[src/rtl/ex_divider_if.sv]
// Request/result bundle between the issuing stage (master) and the divider (slave).
interface ex_divider_if;
    logic        div_valid;
    logic        div_ready;
    logic        div_signed;
    logic [31:0] dividend;
    logic [31:0] divisor;
    logic        flush;
    logic        res_valid;
    logic        res_ready;
    logic [31:0] quotient;
    logic [31:0] remainder;
    logic        busy;

    modport master (
        output div_valid, div_signed, dividend, divisor, flush, res_ready,
        input  div_ready, res_valid, quotient, remainder, busy
    );

    modport slave (
        input  div_valid, div_signed, dividend, divisor, flush, res_ready,
        output div_ready, res_valid, quotient, remainder, busy
    );
endinterface

[src/rtl/ex_divider.sv]
// 32-bit signed/unsigned restoring divider, one quotient bit per cycle.
//   state | meaning
//   IDLE  | ready for a request
//   CALC  | 32 shift-subtract iterations on operand magnitudes
//   DONE  | result held until res_ready
module ex_divider (
    input  logic        clk,
    input  logic        reset,
    ex_divider_if.slave dif
);
    typedef enum logic [1:0] {IDLE, CALC, DONE} state_t;

    state_t      state_q, state_d;
    logic [4:0]  cnt_q, cnt_d;
    logic [32:0] rem_q, rem_d;
    logic [31:0] quo_q, quo_d;
    logic [31:0] dvs_q, dvs_d;
    logic [31:0] q_out_q, q_out_d;
    logic [31:0] r_out_q, r_out_d;
    logic        neg_quo_q, neg_quo_d;
    logic        neg_rem_q, neg_rem_d;
    logic        dz_q, dz_d;

    logic [33:0] diff;
    logic [32:0] rem_next;
    logic [31:0] quo_next;
    logic        accept;

    function automatic logic [31:0] neg32(input logic [31:0] v);
        return ~v + 32'd1;
    endfunction

    assign dif.div_ready = (state_q == IDLE);
    assign dif.busy      = (state_q != IDLE);
    assign dif.res_valid = (state_q == DONE);
    assign dif.quotient  = q_out_q;
    assign dif.remainder = r_out_q;

    always_comb begin
        state_d   = state_q;
        cnt_d     = cnt_q;
        rem_d     = rem_q;
        quo_d     = quo_q;
        dvs_d     = dvs_q;
        q_out_d   = q_out_q;
        r_out_d   = r_out_q;
        neg_quo_d = neg_quo_q;
        neg_rem_d = neg_rem_q;
        dz_d      = dz_q;

        // 34-bit difference so a borrow is visible even when the shifted remainder exceeds 2^32
        diff     = {rem_q, quo_q[31]} - {2'b00, dvs_q};
        rem_next = diff[33] ? {rem_q[31:0], quo_q[31]} : diff[32:0];
        quo_next = {quo_q[30:0], ~diff[33]};
        accept   = dif.div_valid && (state_q == IDLE) && !dif.flush;

        case (state_q)
            IDLE: begin
                if (accept) begin
                    state_d   = CALC;
                    cnt_d     = 5'd0;
                    rem_d     = 33'd0;
                    quo_d     = (dif.div_signed && dif.dividend[31]) ? neg32(dif.dividend) : dif.dividend;
                    dvs_d     = (dif.div_signed && dif.divisor[31])  ? neg32(dif.divisor)  : dif.divisor;
                    neg_quo_d = dif.div_signed && (dif.dividend[31] ^ dif.divisor[31]);
                    neg_rem_d = dif.div_signed && dif.dividend[31];
                    dz_d      = (dif.divisor == 32'd0);
                end
            end
            CALC: begin
                rem_d = rem_next;
                quo_d = quo_next;
                cnt_d = cnt_q + 5'd1;
                if (cnt_q == 5'd31) begin
                    state_d = DONE;
                    // divide-by-zero keeps the all-ones quotient; remainder correction restores the dividend
                    q_out_d = (neg_quo_q && !dz_q) ? neg32(quo_next) : quo_next;
                    r_out_d = neg_rem_q ? neg32(rem_next[31:0]) : rem_next[31:0];
                end
            end
            DONE: begin
                if (dif.res_ready) begin
                    state_d = IDLE;
                end
            end
            default: state_d = IDLE;
        endcase

        if (dif.flush) begin
            state_d = IDLE;
            q_out_d = q_out_q;
            r_out_d = r_out_q;
        end
    end

    always_ff @(posedge clk) begin
        if (reset) begin
            state_q   <= IDLE;
            cnt_q     <= 5'd0;
            rem_q     <= 33'd0;
            quo_q     <= 32'd0;
            dvs_q     <= 32'd0;
            q_out_q   <= 32'd0;
            r_out_q   <= 32'd0;
            neg_quo_q <= 1'b0;
            neg_rem_q <= 1'b0;
            dz_q      <= 1'b0;
        end else begin
            state_q   <= state_d;
            cnt_q     <= cnt_d;
            rem_q     <= rem_d;
            quo_q     <= quo_d;
            dvs_q     <= dvs_d;
            q_out_q   <= q_out_d;
            r_out_q   <= r_out_d;
            neg_quo_q <= neg_quo_d;
            neg_rem_q <= neg_rem_d;
            dz_q      <= dz_d;
        end
    end
endmodule

[src/flat_wrapper.sv]
// flat-port wrapper written by rule: the top's interface ports become plain ports
module ex_divider_flat 
  (clk, reset, dif_div_valid, dif_div_signed, dif_dividend, dif_divisor, dif_flush, dif_res_ready, dif_div_ready, dif_res_valid, dif_quotient, dif_remainder, dif_busy);
  ex_divider_if dif_i ();
  input  logic clk;
  input  logic reset;
  input wire logic [$bits(dif_i.div_valid)-1:0] dif_div_valid;
  input wire logic [$bits(dif_i.div_signed)-1:0] dif_div_signed;
  input wire logic [$bits(dif_i.dividend)-1:0] dif_dividend;
  input wire logic [$bits(dif_i.divisor)-1:0] dif_divisor;
  input wire logic [$bits(dif_i.flush)-1:0] dif_flush;
  input wire logic [$bits(dif_i.res_ready)-1:0] dif_res_ready;
  output wire logic [$bits(dif_i.div_ready)-1:0] dif_div_ready;
  output wire logic [$bits(dif_i.res_valid)-1:0] dif_res_valid;
  output wire logic [$bits(dif_i.quotient)-1:0] dif_quotient;
  output wire logic [$bits(dif_i.remainder)-1:0] dif_remainder;
  output wire logic [$bits(dif_i.busy)-1:0] dif_busy;
  assign dif_i.div_valid = dif_div_valid;
  assign dif_i.div_signed = dif_div_signed;
  assign dif_i.dividend = dif_dividend;
  assign dif_i.divisor = dif_divisor;
  assign dif_i.flush = dif_flush;
  assign dif_i.res_ready = dif_res_ready;
  assign dif_div_ready = dif_i.div_ready;
  assign dif_res_valid = dif_i.res_valid;
  assign dif_quotient = dif_i.quotient;
  assign dif_remainder = dif_i.remainder;
  assign dif_busy = dif_i.busy;
  ex_divider u_core (.clk(clk), .reset(reset), .dif(dif_i));
endmodule
[config.mk]
export PLATFORM = sky130hd
export DESIGN_NAME = ex_divider_flat
export DESIGN_NICKNAME = d
export VERILOG_FILES = /design/src/rtl/ex_divider_if.sv /design/src/rtl/ex_divider.sv /design/src/flat_wrapper.sv
export SDC_FILE = /design/constraint.sdc
export NUM_CORES = 1
export LEC_CHECK = 0
export BUFFER_PORTS_ARGS = -buffer_cell sky130_fd_sc_hd__buf_2
export CORE_MARGIN = 2
export CORE_UTILIZATION = 37
export CTS_CLUSTER_SIZE = 14
export DETAILED_ROUTE_END_ITERATION = 6
export GPL_TIMING_DRIVEN = 1
export HOLD_SLACK_MARGIN = 0.08
export PLACE_DENSITY = 0.66
export REMOVE_ABC_BUFFERS = 1
export SYNTH_ARGS = -nofsm -noshare
export SYNTH_HDL_FRONTEND = slang
export SYNTH_SLANG_ARGS = --single-unit
[constraint.sdc]
create_clock -name clk -period 15.02 [get_ports clk]
set_clock_uncertainty 0.05 [all_clocks]
set_input_delay 3.004 -clock clk [delete_from_list [all_inputs] [get_ports clk]]
set_output_delay 3.004 -clock clk [all_outputs]
set_load 0.05 [all_outputs]
==> key figures, run 1 <==
CTS
  – Buffer levels on the longest clock path: 2
  – CTS tree: built
  – Post-CTS Setup Inserts: 0
  – Root buffer selected by CTS: clkbuf_16
  – H-tree depth: 4
  – # clock sinks: 171
  – Clk slew on worst S/H paths: 70 ps
  – Worst skew pair latency: 440 ps
  – Hold buffers post-CTS: 0
  – CTS buffer count: 17
  – Quantity of gates resized following cts: 0

STA
  – RSZ-0062 raised after global routing: false
  – Crit share post-route: 38.2%
  – Fmax: 174 MHz
  – Post-route setup slack: 9290 ps
  – Tightest Pin Transition: 1120 ps
  – Crit path time final: 5730 ps
  – Fin. Hold Viols: 0
  – Setup TNS: 0 ps
  – Max_slew headroom: 25.0%
  – Finish-stage setup viols: 0
  – Max-slew violation count: 0

Route
  – Via count: 11357
  – Post-DRT Antenna Nets: 0
  – Post-DR wirelength/cell: 16.8 um
  – Vias per inst: 5.63
  – Pre-Repair DR Iteration Count: 5
  – # DRC: 0
  – Detailed Route WL: 33800 um
  – Starting DRT DRC Count: 782

Critical path
  – Maximum fanout along the worst path: 5
  – Worst Path Required: 15320 ps
  – CP startpoint kind: input port
  – Cells on worst reg2reg path: 18
  – WS Path Type: input port to flop
  – CP endpoint kind: flop
  – Critical Path AT: 6040 ps

Min path
  – Worst hold path class: flop to flop
  – Hold path depth: 2

Yosys
  – Post-synth ARST share: 0%
  – Syn Std Cell Area: 11700 um2
  – EDFF count, synth: 0
  – Yosys Warn Count: 0
  – Sequential share of the synthesized area: 29.2%
  – Cell count after synthesis: 1534
  – Post-synthesis area per instance: 7.65 um2
  – Distinct cells, synth: 93
  – FF+latch count, synth: 171
  – Top_reg_cell synth: dfxtp_1

Die
  – Starting Density: 37.4%
  – Area of the die: 33100 um2
  – # IOs: 137
  – Die height: 182 um
  – # rows: 65
  – Die W: 182 um
  – Total core area: 31400 um2

Layout
  – Count of filler cells inserted in the layout: 3257
  – Commonest non-fill, non-tap cell in the layout: nor2_1
  – Area Growth Syn to Fin: 12.3%
  – Antenna fix cells: 0
  – Layout Utilization: 42.0%
  – Commonest cells after routing, fill and taps aside: nor2_1 (192), dfxtp_1 (171), nand2_1 (164), a21oi_1 (145), buf_2 (135)
  – Final nets: 1711
  – Fraction of layout cells with a size suffix above 1: 14.3%

Global route
  – Largest net degree at the start of global routing: 89
  – Initial antenna violation count: 0
  – Congestion Overflow GR: 0
  – Total GRT Usage: 20.4%
  – First-pass GRT wire length: 55200 um
  – Vias in the first global route: 10800

Power and ir drop
  – Switching Fraction: 40.2%
  – Pint: 0.930 mW
  – Gate power share: 38.4%
  – Clock power share: 30.2%
  – Sequential share of power: 31.3%
  – Max IR drop VDD: 0.0749 mV
  – Pwr dens: 118 nW/um2
  – Net Switching: 0.624 mW
  – Leak: 5.05 nW

Place
  – Setup WS pre-CTS: 8900 ps
  – Post-DP HPWL: 24500 um
  – Port buffer count: 136
  – RD Place Congestion: 0.885

Outcome
  – Status: finished clean

Run
  – Maxcap violations: 0
-- power by group through the flow --
stage	clock network (mW)	registers [mW]	logic (mW)
floorplan	0	0.492	0.439
global placement	0	0.497	0.584
detailed placement	0	0.498	0.588
CTS	0.478	0.487	0.592
global route	0.500	0.490	0.657
finish	0.470	0.487	0.597
-- worst max-delay path, cell delays in order --
cell and delay (ps):
buf_2 120, inv_1 50, ha_1 150, nor3b_1 490
nor3b_1 500, nand2_1 180, nor4_1 590, nand2_1 260
o41ai_1 350, xor2_1 110, a211oi_1 230
-- logic make-up after synthesis --
kind of cell,Yosys count,synth area share (%)
buffers and inverters,156,5.90
XOR/XNOR,127,9.48
multiplexers,27,2.35
flip-flops,171,29.2
AO/OA/AOI/OAI,457,26.0
adder cells (fa/ha/maj),39,4.22
AND/OR/NAND/NOR,557,22.8
-- per-layer routing --
layer	routed length, um	track usage, %	vias up
met3	1600	3.09	48
li1	-	-	5680
met5	0	0	-
met4	776	6.45	0
met2	15900	34.7	314
met1	15500	26.5	5315
-- area by class of cell --
class	instances	area (um2)	area share (%)
clock buffers	17	425	3.23
clock inverters	15	201	1.53
inverters	57	214	1.62
multi-input cells	1207	7630	57.9
flip-flops and latches	171	3420	26.0
well taps	402	503	3.82
repair buffers	148	773	5.87
-- state kept, by name, summed over array words and instances (netlist names) --
register              cells
u_core.quo_q             32
u_core.cnt_q              5
u_core.dvs_q             32
u_core.state_q            2
u_core.dz_q               1
u_core.dif.quotient      32
u_core.neg_rem_q          1
u_core.neg_quo_q          1
u_core.dif.remainder     32
u_core.rem_q             33
-- path summary, 6_finish.rpt --
check                                 from                  endpoint  slack (ps)
setup / recovery            dif_divisor[0]          u_core.dvs_q[30]        9290
hold / removal    u_core.dif.remainder[15]  u_core.dif.remainder[15]         400
setup reg to reg          u_core.rem_q[23]  u_core.dif.remainder[28]        9620
hold reg to reg   u_core.dif.remainder[15]  u_core.dif.remainder[15]         400
-- metrics by stage --
stage,power (mW),instances,hold WS [ps],instance area (um2)
after global routing,1.65,2017,418,13200
after CTS,1.56,2017,402,13200
after floorplan,0.930,1435,376,11200
final,1.55,2017,400,13200
after detailed placement,1.09,1985,391,12500
after global placement,1.08,1985,389,12500
-- cell usage after synthesis (6+ instances only) --
cell | count | area (um2)
nor2_1 | 193 | 724
dfxtp_1 | 171 | 3420
nand2_1 | 164 | 616
a21oi_1 | 145 | 726
clkbuf_1 | 75 | 282
xnor2_1 | 68 | 596
o21ai_0 | 62 | 310
xor2_1 | 59 | 517
a211oi_1 | 58 | 435
inv_1 | 56 | 210
ha_1 | 38 | 475
a31oi_1 | 35 | 219
nand3_1 | 33 | 165
nor3_1 | 29 | 145
a22oi_1 | 28 | 210
or3_1 | 25 | 156
mux2i_1 | 23 | 230
o31ai_1 | 21 | 158
nand3b_1 | 14 | 105
nor4_1 | 14 | 87.6
nand2b_1 | 10 | 62.6
o211ai_1 | 10 | 75.1
or4_1 | 10 | 75.1
and3_1 | 9 | 56.3
nand4_1 | 9 | 56.3
a21o_1 | 8 | 60.1
buf_2 | 8 | 40.0
a221oi_1 | 7 | 61.3
a311oi_1 | 7 | 61.3
nor3b_1 | 7 | 52.6
o21bai_1 | 7 | 52.6
o41ai_1 | 7 | 61.3
a211o_1 | 6 | 52.6
and2_1 | 6 | 37.5
buf_6 | 6 | 67.6
nor2b_1 | 6 | 37.5
o21ai_1 | 6 | 30.0
Power figures use the tool's default switching activity.
==> inputs of run 2 (changes only) <==
--- a/config.mk
+++ b/config.mk
@@ -12,7 +12,7 @@
 export DETAILED_ROUTE_END_ITERATION = 6
 export GPL_TIMING_DRIVEN = 1
 export HOLD_SLACK_MARGIN = 0.08
-export PLACE_DENSITY = 0.66
+export PLACE_DENSITY = 0.68
 export REMOVE_ABC_BUFFERS = 1
 export SYNTH_ARGS = -nofsm -noshare
 export SYNTH_HDL_FRONTEND = slang
==> constraint.sdc (replaced) <==
create_clock -name clk -period 5.1 [get_ports clk]
set_clock_uncertainty 0.05 [all_clocks]
set_input_delay 1.02 -clock clk [delete_from_list [all_inputs] [get_ports clk]]
set_output_delay 1.02 -clock clk [all_outputs]
set_load 0.05 [all_outputs]
==> key figures, run 2 (synthesized netlist as in run 1, its figures left out) <==
STA
  – Max-slew violation count: 0
  – Crit path time final: 4700 ps
  – RSZ-0062 raised after global routing: false
  – Finish-stage setup viols: 0
  – Fmax: 213 MHz
  – Setup TNS: 0 ps
  – Max_slew headroom: 25.1%
  – Tightest Pin Transition: 1120 ps
  – Crit share post-route: 92.2%
  – Fin. Hold Viols: 0

Layout
  – Commonest non-fill, non-tap cell in the layout: nor2_1
  – Final Non-Filler Cells: 2023
  – Commonest cells after routing, fill and taps aside: nor2_1 (192), dfxtp_1 (171), nand2_1 (164), a21oi_1 (145), buf_2 (135)
  – Count of filler cells inserted in the layout: 3222
  – Final nets: 1717
  – Multi-input gate area: 7630 um2
  – Max FFs per register: 33
  – Fraction of layout cells with a size suffix above 1: 14.6%
  – Top reg by flops: u_core.rem_q
  – Antenna fix cells: 0
  – Post-Layout Inst Area: 13200 um2
  – FF/Latch Area: 3420 um2
  – Area Growth Syn to Fin: 12.6%

Critical path
  – Critical Path AT: 5010 ps
  – CP startpoint kind: flop
  – Worst R2R Setup Slack: 400 ps
  – WS Path Type: flop to flop
  – CP top delay family: compound AO/OA/AOI/OAI gates
  – WP buf/inv: 4
  – Maximum fanout along the worst path: 8
  – Cells on worst reg2reg path: 21
  – Critical path's largest stage delay: 390 ps
  – CP dominant cell by count: inv_1
  – Worst path slowest cell: ha_1
  – Worst Path Required: 5410 ps
  – CP endpoint kind: flop
  – Cell chain of the critical path: inv_1 -> ha_1 -> a21oi_1 -> o21ai_0 -> nand3_1 -> nand3_2 -> o21a_2 -> nor2_8 -> inv_2 -> nand2_1 -> o21ai_0 -> inv_1 -> ha_1 -> inv_1 -> or3_1 -> a211oi_2 -> a31oi_2 -> a211oi_4 -> nand3_2 -> or3_1 -> a31oi_1
  – Crit path depth: 21

Place
  – Port buffer count: 136
  – Post-DP HPWL: 25700 um
  – RD Place Congestion: 0.905
  – DP Area: 12600 um2
  – Placed cells: 1991

Global route
  – First-pass GRT wire length: 56700 um
  – Total GRT Usage: 21.1%
  – Vias in the first global route: 10815
  – Initial antenna violation count: 0
  – Congestion Overflow GR: 0
  – Largest net degree at the start of global routing: 81

CTS
  – Quantity of gates resized following cts: 0
  – CTS buffer count: 17
  – # clock sinks: 171
  – Root buffer selected by CTS: clkbuf_16
  – Post-CTS Setup Inserts: 0
  – CTS tree: built
  – Worst skew pair latency: 440 ps
  – H-tree depth: 4
  – Clk slew on worst S/H paths: 80 ps
  – Hold buffers post-CTS: 0
  – Buffer levels on the longest clock path: 2

Min path
  – Hold path depth: 2
  – Worst hold path class: flop to flop

Route
  – Post-DRT Antenna Nets: 0
  – # DRC: 0
  – Vias per inst: 5.69
  – Detailed Route WL: 35200 um
  – Pre-Repair DR Iteration Count: 6
  – Post-DR wirelength/cell: 17.4 um
  – Starting DRT DRC Count: 984
  – Via count: 11514

Run
  – Maxcap violations: 0

Power and ir drop
  – Clock power share: 29.0%
  – Gate power share: 39.7%
  – Pwr dens: 347 nW/um2
  – Leak: 5.07 nW
  – Sequential share of power: 31.3%
  – Switching Fraction: 41.1%
  – Pint: 2.69 mW
  – Net Switching: 1.88 mW
  – Max IR drop VDD: 0.278 mV

Die
  – Total core area: 31400 um2
  – Starting Density: 37.4%
  – # IOs: 137
  – # rows: 65
  – Die W: 182 um
  – Die height: 182 um
  – Area of the die: 33100 um2

Outcome
  – Status: finished clean
run 2: cell types whose count changed in the layout (fill, tap and decap cells not counted), sizes merged:
| cell | before | now |
|---|---|---|
| buf | 148 | 154 |
| bufinv | 1 | 0 |
| clkinvlp | 1 | 2 |
run 2: routing by layer:
| layer | GRT usage (%) | part of all wire, % | vias to the layer above |
|---|---|---|---|
| li1 | - | - | 5666 |
| met1 | 27.4 | 44 | 5417 |
| met2 | 35.3 | 47 | 373 |
| met3 | 3.41 | 5.7 | 58 |
| met4 | 7.68 | 3.2 | 0 |
| met5 | 0 | 0 | - |
run 2: cell type report:
| cell class | count | area share (%) |
|---|---|---|
| Tap cell | 402 | 3.81 |
| Clock inverter | 15 | 1.34 |
| Multi-Input combinational cell | 1207 | 57.8 |
| Sequential cell | 171 | 25.9 |
| Timing Repair Buffer | 154 | 6.29 |
| Clock buffer | 17 | 3.22 |
| Inverter | 57 | 1.62 |
run 2: worst reg2reg max path: cells and delay by family (launching register included):
| family | cells | cell delay, ps |
|---|---|---|
| adders and majority gates | 2 | 550 |
| and+or+nand+nor | 7 | 1470 |
| AOI/OAI and AO/OA | 8 | 1900 |
| DFF | 1 | 330 |
| buffers and inverters | 4 | 310 |
run 2: final timing paths:
| path | endpoint | from |
|---|---|---|
| worst max-delay path | u_core.dif.remainder[28] | u_core.dvs_q[14] |
| worst min-delay path | u_core.dif.remainder[16] | u_core.dif.remainder[16] |
| worst max register to register | u_core.dif.remainder[28] | u_core.dvs_q[14] |
| worst min register to register | u_core.dif.remainder[16] | u_core.dif.remainder[16] |
run 2: power groups by stage:
stage / combinational [mW] / sequential (mW) / clock [mW]
2_1_floorplan: 1.29 / 1.45 / 0
3_5_place_dp: 1.78 / 1.46 / 0
4_1_cts: 1.79 / 1.43 / 1.35
5_1_grt: 1.99 / 1.44 / 1.40
6_report: 1.82 / 1.43 / 1.33
3_3_place_gp: 1.77 / 1.46 / 0
run 2: metrics by stage:
stage	total power, mW	setup WS, ps	hold slack [ps]	utilization (%)
after floorplan	2.74	-3340	376	-
after global placement	3.23	611	390	40.2
after detailed placement	3.24	448	393	40.2
after CTS	4.57	429	404	42.1
after global routing	4.83	46.4	426	42.1
final	4.58	396	403	42.1
